## src/rtl/pmod_trace_streamer.sv

```systemverilog
// rtl/pmod_trace_streamer.sv - fetch-trace FIFO serialised into LANE_W-wide framed beats
//
// Captures {PC, instruction, mode} fetch-trace entries into a DEPTH-entry FIFO and
// streams each entry out as a frame of LANE_W-wide beats with a valid/ready handshake.
// A frame is the address beats, MS lane first, followed by the data beats when mode=1.
//
// Ports:
//   sysclk       in   system clock
//   reset_n      in   asynchronous active-low reset
//   enable       in   capture enable (gates pushes only)
//   trace_valid  in   trace_addr/trace_data/trace_mode valid this cycle
//   trace_addr   in   fetched PC
//   trace_data   in   fetched instruction word
//   trace_mode   in   0 = address-only frame, 1 = address+data frame
//   out_ready    in   sink accepts the current beat
//   clr_ovf      in   synchronous clear of overflow and drop_count
//   out_lane     out  current beat
//   out_valid    out  out_lane holds a valid beat
//   out_sof      out  current beat is the first beat of a frame
//   fifo_count   out  entries queued, excluding the frame in flight
//   overflow     out  sticky flag: at least one trace was dropped
//   drop_count   out  dropped traces, saturating at 255
module pmod_trace_streamer #(
    parameter int ADDR_W = 32,
    parameter int DATA_W = 32,
    parameter int DEPTH  = 8,
    parameter int LANE_W = 8
) (
    input  logic                     sysclk,
    input  logic                     reset_n,
    input  logic                     enable,
    input  logic                     trace_valid,
    input  logic [ADDR_W-1:0]        trace_addr,
    input  logic [DATA_W-1:0]        trace_data,
    input  logic                     trace_mode,
    input  logic                     out_ready,
    input  logic                     clr_ovf,
    output logic [LANE_W-1:0]        out_lane,
    output logic                     out_valid,
    output logic                     out_sof,
    output logic [$clog2(DEPTH):0]   fifo_count,
    output logic                     overflow,
    output logic [7:0]               drop_count
);
    localparam int NA = ADDR_W / LANE_W;
    localparam int ND = DATA_W / LANE_W;
    localparam int PW = $clog2(DEPTH);
    localparam int CW = PW + 1;
    localparam int SW = ADDR_W + DATA_W;
    localparam int EW = SW + 1;
    localparam int BW = $clog2((NA > ND) ? NA : ND) + 1;

    typedef enum logic [1:0] {IDLE, SEND_ADDR, SEND_DATA} state_e;

    state_e          state_q, state_d;
    logic [EW-1:0]   mem_q [DEPTH];
    logic [PW-1:0]   wr_ptr_q, rd_ptr_q;
    logic [CW-1:0]   count_q, count_d;
    logic [SW-1:0]   shreg_q, shreg_d;
    logic            mode_q, mode_d;
    logic            sof_q, sof_d;
    logic [BW-1:0]   beat_q, beat_d;
    logic            ovf_q, ovf_d;
    logic [7:0]      drop_q, drop_d;

    logic            full, empty, push, drop, pop, xfer, eof;

    // Fullness uses the registered count, so a same-cycle pop never makes room.
    assign full  = (count_q == CW'(DEPTH));
    assign empty = (count_q == '0);
    assign push  = trace_valid && enable && !full;
    assign drop  = trace_valid && enable && full;
    assign xfer  = (state_q != IDLE) && out_ready;

    always_comb begin
        state_d = state_q;
        shreg_d = shreg_q;
        mode_d  = mode_q;
        beat_d  = beat_q;
        sof_d   = sof_q;
        pop     = 1'b0;
        eof     = 1'b0;
        case (state_q)
            IDLE: begin
                if (!empty) pop = 1'b1;
            end
            SEND_ADDR: begin
                if (xfer) begin
                    shreg_d = shreg_q << LANE_W;
                    sof_d   = 1'b0;
                    if (beat_q == BW'(NA - 1)) begin
                        beat_d = '0;
                        if (mode_q) state_d = SEND_DATA;
                        else        eof     = 1'b1;
                    end else begin
                        beat_d = beat_q + BW'(1);
                    end
                end
            end
            SEND_DATA: begin
                if (xfer) begin
                    shreg_d = shreg_q << LANE_W;
                    sof_d   = 1'b0;
                    if (beat_q == BW'(ND - 1)) eof    = 1'b1;
                    else                      beat_d = beat_q + BW'(1);
                end
            end
            default: state_d = IDLE;
        endcase
        // Back-to-back frames: pop on the last transfer so no bubble appears.
        if (eof) begin
            if (!empty) pop     = 1'b1;
            else        state_d = IDLE;
        end
        if (pop) begin
            {shreg_d, mode_d} = mem_q[rd_ptr_q];
            beat_d  = '0;
            sof_d   = 1'b1;
            state_d = SEND_ADDR;
        end
    end

    always_comb begin
        count_d = count_q;
        case ({push, pop})
            2'b10:   count_d = count_q + CW'(1);
            2'b01:   count_d = count_q - CW'(1);
            default: count_d = count_q;
        endcase
    end

    // A drop in the same cycle as clr_ovf is counted after the clear.
    always_comb begin
        ovf_d  = ovf_q;
        drop_d = drop_q;
        if (drop) begin
            ovf_d  = 1'b1;
            drop_d = clr_ovf ? 8'd1 : ((drop_q == 8'hFF) ? drop_q : drop_q + 8'd1);
        end else if (clr_ovf) begin
            ovf_d  = 1'b0;
            drop_d = 8'd0;
        end
    end

    always_ff @(posedge sysclk) begin
        if (push) mem_q[wr_ptr_q] <= {trace_addr, trace_data, trace_mode};
    end

    always_ff @(posedge sysclk or negedge reset_n) begin
        if (!reset_n) begin
            state_q  <= IDLE;
            wr_ptr_q <= '0;
            rd_ptr_q <= '0;
            count_q  <= '0;
            shreg_q  <= '0;
            mode_q   <= 1'b0;
            sof_q    <= 1'b0;
            beat_q   <= '0;
            ovf_q    <= 1'b0;
            drop_q   <= 8'd0;
        end else begin
            state_q  <= state_d;
            if (push) wr_ptr_q <= wr_ptr_q + PW'(1);
            if (pop)  rd_ptr_q <= rd_ptr_q + PW'(1);
            count_q  <= count_d;
            shreg_q  <= shreg_d;
            mode_q   <= mode_d;
            sof_q    <= sof_d;
            beat_q   <= beat_d;
            ovf_q    <= ovf_d;
            drop_q   <= drop_d;
        end
    end

    assign out_lane   = shreg_q[SW-1 -: LANE_W];
    assign out_valid  = (state_q != IDLE);
    assign out_sof    = sof_q;
    assign fifo_count = count_q;
    assign overflow   = ovf_q;
    assign drop_count = drop_q;

endmodule

```

## config.mk

```make
export PLATFORM = sky130hd
export DESIGN_NAME = pmod_trace_streamer
export DESIGN_NICKNAME = d
export VERILOG_FILES = /design/src/rtl/pmod_trace_streamer.sv
export SDC_FILE = /design/constraint.sdc
export NUM_CORES = 1
export LEC_CHECK = 0
export CORE_ASPECT_RATIO = 0.75
export CORE_MARGIN = 2
export CORE_UTILIZATION = 40
export CTS_CLUSTER_SIZE = 16
export DETAILED_ROUTE_END_ITERATION = 8
export HOLD_SLACK_MARGIN = 0.12
export SKIP_LAST_GASP = 1
export SLEW_MARGIN = 10
export SYNTH_ARGS = -nofsm -noshare
export SYNTH_HDL_FRONTEND = slang
export SYNTH_SLANG_ARGS = --single-unit
```

## constraint.sdc

```tcl
create_clock -name sysclk -period 8.6 [get_ports sysclk]
set_clock_uncertainty 0.15 [all_clocks]
set_input_delay 1.72 -clock sysclk [delete_from_list [all_inputs] [get_ports sysclk]]
set_output_delay 1.72 -clock sysclk [all_outputs]
set_load 0.02 [all_outputs]
```

# Word-level counts from Yosys, hierarchy flattened
# Memories as Yosys holds them, arrays and structs flattened.
# Index checks and enable logic that the tools add are counted.
[totals] reg_bits=90 ramBits=520 input_bits=71 output_inout_bits=23 word_cells=84 n_memories=1
[memory_table] name="mem_q" words=8 word_bits=65 rd=1 rd_clocked_by_memory_dff=0 write_ports=1 line_no="56" text="logic [EW-1:0] mem_q [DEPTH];"
[op_classes] n_addsub=6 eq_ne=11 n_mux=38 reduce_logical=18
[ops] op="two-way mux 64 bit" count=3
[ops] op="two-way mux 8 bit" count=4
[ops] op="two-way mux 1 bit" count=16
[ops] op="two-way mux 3 bit" count=5
[ops] op="two-way mux 2 bit" count=6
[ops] op="nonzero test 2 bit" count=5
[ops] op="adder 3 x 1 -> 3 bit (second input constant)" count=3
[ops] op="!= test 3 bit (second input constant)" count=3
[ops] op="adder 8 x 1 -> 8 bit (second input constant)" count=1
[ops] op="== test 8 bit (second input constant)" count=1
[ops] op="one-hot mux 4 bit (2 select lines)" count=1
[ops] op="one-hot mux 3 bit (2 select lines)" count=1
[ops] op="adder 4 x 1 -> 4 bit (second input constant)" count=1
[ops] op="== test 2 x 1 -> 1 bit (second input constant)" count=2
[ops] op="== test 2 bit (second input constant)" count=2
[ops] op="== test 4 bit (second input constant)" count=1
[ops] op="logical AND 1 bit" count=4
[ops] op="zero test 4 bit" count=1
[ops] op="one-hot mux 2 bit (2 select lines)" count=1
[ops] op="AND reduction 2 bit" count=2
[ops] op="AND reduction 4 bit" count=1
[ops] op="OR reduction 2 bit" count=2
[ops] op="subtractor 4 x 1 -> 4 bit (second input constant)" count=1
[ops] op="== test 3 x 2 -> 1 bit (second input constant)" count=1
[ops] op="5 further kinds" count=5

# Depth between registers and ports, before layout
[logic_depth] ltp_word=7 mapped_depth=14 mapped_depth_nobuf=13

# Least setup slack after synthesis
# OpenSTA, ideal clock, no wires.
[synth_path] path_kind="in2reg" start="in trace_valid" end="mem mem_q[1][0] in the netlist's numbering (enable)" t_arrival_ns=6.670 setup_slack_ns=1.212 cell_stages=4 n_path_buf=0 cell_sequence="nand2_1 nor2b_1 nand2_1 nor3_1"
[synth_via] elab_chain_cells=4
[synth_rtl] element="from (decl)" line_no="32" text="input logic trace_valid,"
[synth_rtl] element="logical AND 1 bit (2 in a row)" line_no="71" text="assign push = trace_valid && enable && !full;"
[synth_rtl] element="two-way mux 1 bit" line_no="146" text="if (push) mem_q[wr_ptr_q] <= {trace_addr, trace_data, trace_mode};"
[synth_rtl] element="two-way mux 1 bit (implied by the code)" line_no="146"
[synth_rtl] element="to (decl)" line_no="56"
# No other way between the ends.

# Final worst setup path
[layout_path] start="in enable" end="mem mem_q[4][21] in the netlist's numbering (enable)"
[layout_via] elab_chain_cells=4
[layout_rtl] element="from (decl)" line_no="31" text="input logic enable,"
[layout_rtl] element="logical AND 1 bit (2 in a row)" line_no="71"
[layout_rtl] element="two-way mux 1 bit" line_no="146"
[layout_rtl] element="two-way mux 1 bit (implied by the code)" line_no="146"
# No other way between the ends.

==> results.yml <==
status:
  status: "finished clean"
global_routing:
  grt_pass1_vias: 11200
  grt_antenna_before_repair: 1
  track_usage: 0.159
  grt_pass1_wl_um: 72700
  grt_max_degree: 93
  grt_overflow: 0
die:
  dieArea_um2: 61600
  initial_utilization: 0.404
  core_um2: 59000
  die_h_um: 215
  die_w_um: 286
  row_count: 77
  design.portCount: 94
pwr:
  power.internal_w: 0.00617
  swShare: 0.295
  total_leakage_power_nw: 9.61
  p_clk_frac: 0.278
  powerDensity_nw_per_um2: 318
  peakVddDrop_v: 0.000168
  seqPwrFrac: 0.457
  pwr-share-comb: 0.265
  switchingPower_w: 0.00258
logic_synthesis:
  syn-instance-count: 1118
  yosysSeqAreaShare: 0.750
  yosys_warnings: 0
  synth_area_leader_cell: "edfxtp_1"
  async_reset_ff_frac: 0.148
  syn_nets: 1200
  avgSynthCellArea_um2: 21.3
  yosysUniqueCellTypes: 50
  synth-seq-cells: 610
  synth-main-ff-cell: "edfxtp_1"
  syn_area_um2: 23800
  synth_top_area_share: 0.655
  synth_area_leaders: "edfxtp_1 66%, mux4_2 12%, dfrtp_1 9.4%, mux2i_1 7.7%, ha_1 0.58%"
  synth_edf_count: 520
detailed_routing:
  first_pass_iters: 5
  antenna_left: 0
  vias_per_cell: 5.28
  drcViolationCount: 0
  routed_wl_um: 48400
  drtIter0Drc: 1127
  vias: 10900
  wl_per_cell_um: 23.4
cells_and_area:
  synthToLayoutAreaGrowth_pct: 15.3
  drive_gt1_frac: 0.203
  fill_cells: 4930
  multi_input_area_um2: 5700
  ff_latch_area_um2: 17900
  final_cells: 2063
  nets: 1310
timing:
  finalHoldViolCount: 0
  maxSlewViolCount: 0
  hold_slack_ns: 0.343
  tns_ns: 0
  fin_crit_ns: 4.69
  rsz0062_at_grt: "false"
  relSlewSlack: 0.242
  tightest_slew_ns: 1.14
  period_share: 0.545
  setup_violations: 0
  max_freq_ghz: 0.213
worst_setup_path:
  worstSetupPathType: "in -> reg"
  cp-startpoint: "enable"
  worstReg2RegStart: "fifo_count[0]"
  timing.rr.end: "mem_q[4][21]"
  required_ns: 8.65
  r2r_cells: 5
  cp-end-kind: "flop"
  critPathLaunchType: "input pin"
  crit_path_max_fanout: 42
  rrSetupSlack_ns: 4.92
  cp.arrival_ns: 4.74
clock_tree:
  cts_setup_buffers: 0
  root_buffer: "clkbuf_16"
  clockBufferDepth: 3
  clock_sinks: 610
  tritoncts: "done"
  cts-htree-levels: 2
  cts_buffers: 57
  clkSlewWorstSetupHoldPaths_ns: 0.06
  clkLatencyLatePin_ns: 0.59
  postCtsHoldBufs: 0
  cts_resized: 0
min_path:
  min_from: "overflow"
  hold_depth: 1
  holdCritPathClass: "reg -> reg"
  worstHoldEndpoint: "overflow"
place:
  dp_cells: 1959
  place_hpwl_um: 26300
  io_buffers: 93
  place.gp.congestion: 0.720
run:
  maxCapViolations: 0
worst max-delay path, stage by stage:
cell             delay (ns)
clkdlybuf4s50_1        0.46
nand2_1                0.08
nor2b_1                0.45
nand2b_1               0.34
nor2_4                 0.84
buf_4                  0.81
cell type report:
class / instances / share of cell area
clock buffers: 86 / 0.0610
repair buffers: 112 / 0.0394
multi-input cells: 439 / 0.207
well taps: 790 / 0.0360
diodes: 1 / 0.0000910
flip-flops and latches: 610 / 0.650
clock inverters: 17 / 0.00473
inverters: 8 / 0.00109
per-stage QoR:
step	instance area [um^2]	util	power [W]	setup WS [ns]
after floorplan	23800	-	0.00569	1.21
after global placement	25700	0.436	0.00639	3.26
after detailed placement	25700	0.436	0.00644	3.16
after CTS	27500	0.466	0.00888	3.77
after global routing	27500	0.466	0.00918	3.68
final	27500	0.466	0.00875	3.91
Yosys cell counts (2+ instances only):
cell / count
a2111oi_0: 2
a211oi_1: 3
a21oi_1: 9
buf_1: 8
buf_2: 21
buf_4: 10
clkbuf_1: 21
dfrtp_1: 90
edfxtp_1: 520
ha_1: 11
inv_1: 7
mux2_2: 8
mux2i_1: 183
mux4_2: 130
nand2_1: 18
nand2b_1: 5
nand3_1: 6
nand3b_1: 2
nor2_1: 15
nor2b_1: 4
nor3_1: 6
o21ai_0: 3
o41ai_1: 2
xnor2_1: 3
xor2_1: 6
layout by cell type, fill, tap and decap left out, types with 2 or more instances in the layout:
cell type / instances
a2111oi_0: 2
a211oi_1: 3
a21oi_1: 9
buf_4: 19
clkbuf_1: 16
clkbuf_16: 58
clkbuf_8: 12
clkdlybuf4s50_1: 92
clkinv_1: 4
clkinv_2: 6
clkinvlp_4: 4
dfrtp_1: 87
dfrtp_4: 3
edfxtp_1: 520
ha_1: 11
inv_1: 7
mux2_2: 8
mux2i_1: 183
mux4_2: 130
nand2_1: 18
nand2b_1: 5
nand3_1: 6
nand3b_1: 2
nor2_1: 9
nor2_4: 6
nor2b_1: 4
nor3_1: 4
nor3_2: 2
o21ai_0: 3
o41ai_1: 2
xnor2_1: 3
xor2_1: 6
logic make-up (layout without fill, tap and decap cells):
group,Yosys count,count (layout),share of synthesized area
AND/OR/NAND/NOR,70,70,0.0156
buffers and inverters,69,223,0.0139
multiplexers,322,322,0.204
AO/OA/AOI/OAI,27,27,0.00798
other,0,1,0
adder cells (fa/ha/maj),11,11,0.00577
flip-flops,610,610,0.750
XOR/XNOR,9,9,0.00331
registers in the layout, summed over array words and instances, names as in the netlist:
name        cells
beat_q          3
drop_count      8
wr_ptr_q        3
shreg_q        64
mode_q          1
fifo_count      4
mem_q         520
overflow        1
state_q         2
rd_ptr_q        3
out_sof         1
worst max-delay path by stage:
stage                   endpoint  cells past startpoint
detailed placement   mem_q[4][4]                      6
finish              mem_q[4][21]                      6
floorplan            mem_q[1][0]                      4
CTS                 mem_q[4][21]                      6
global route        mem_q[4][21]                      6
global placement     mem_q[4][9]                      6
layer usage:
metal  vias up  track usage  wire length [um]  part of all wire
met4         2       0.0325               761             0.016
li1       4794            -                 -                 -
met3        63       0.0323              2420             0.050
met1      5812        0.239             22900              0.47
met2       214        0.240             22300              0.46
met5         -            0                11           0.00023
power by group through the flow:
stage / logic (W) / clock network (W) / registers (W)
after CTS: 0.00238 / 0.00249 / 0.00401
final: 0.00232 / 0.00243 / 0.00400
after detailed placement: 0.00237 / 0 / 0.00407
after floorplan: 0.00186 / 0 / 0.00383
after global placement: 0.00234 / 0 / 0.00405
after global routing: 0.00252 / 0.00260 / 0.00405
(Power assumes the default switching activity.)
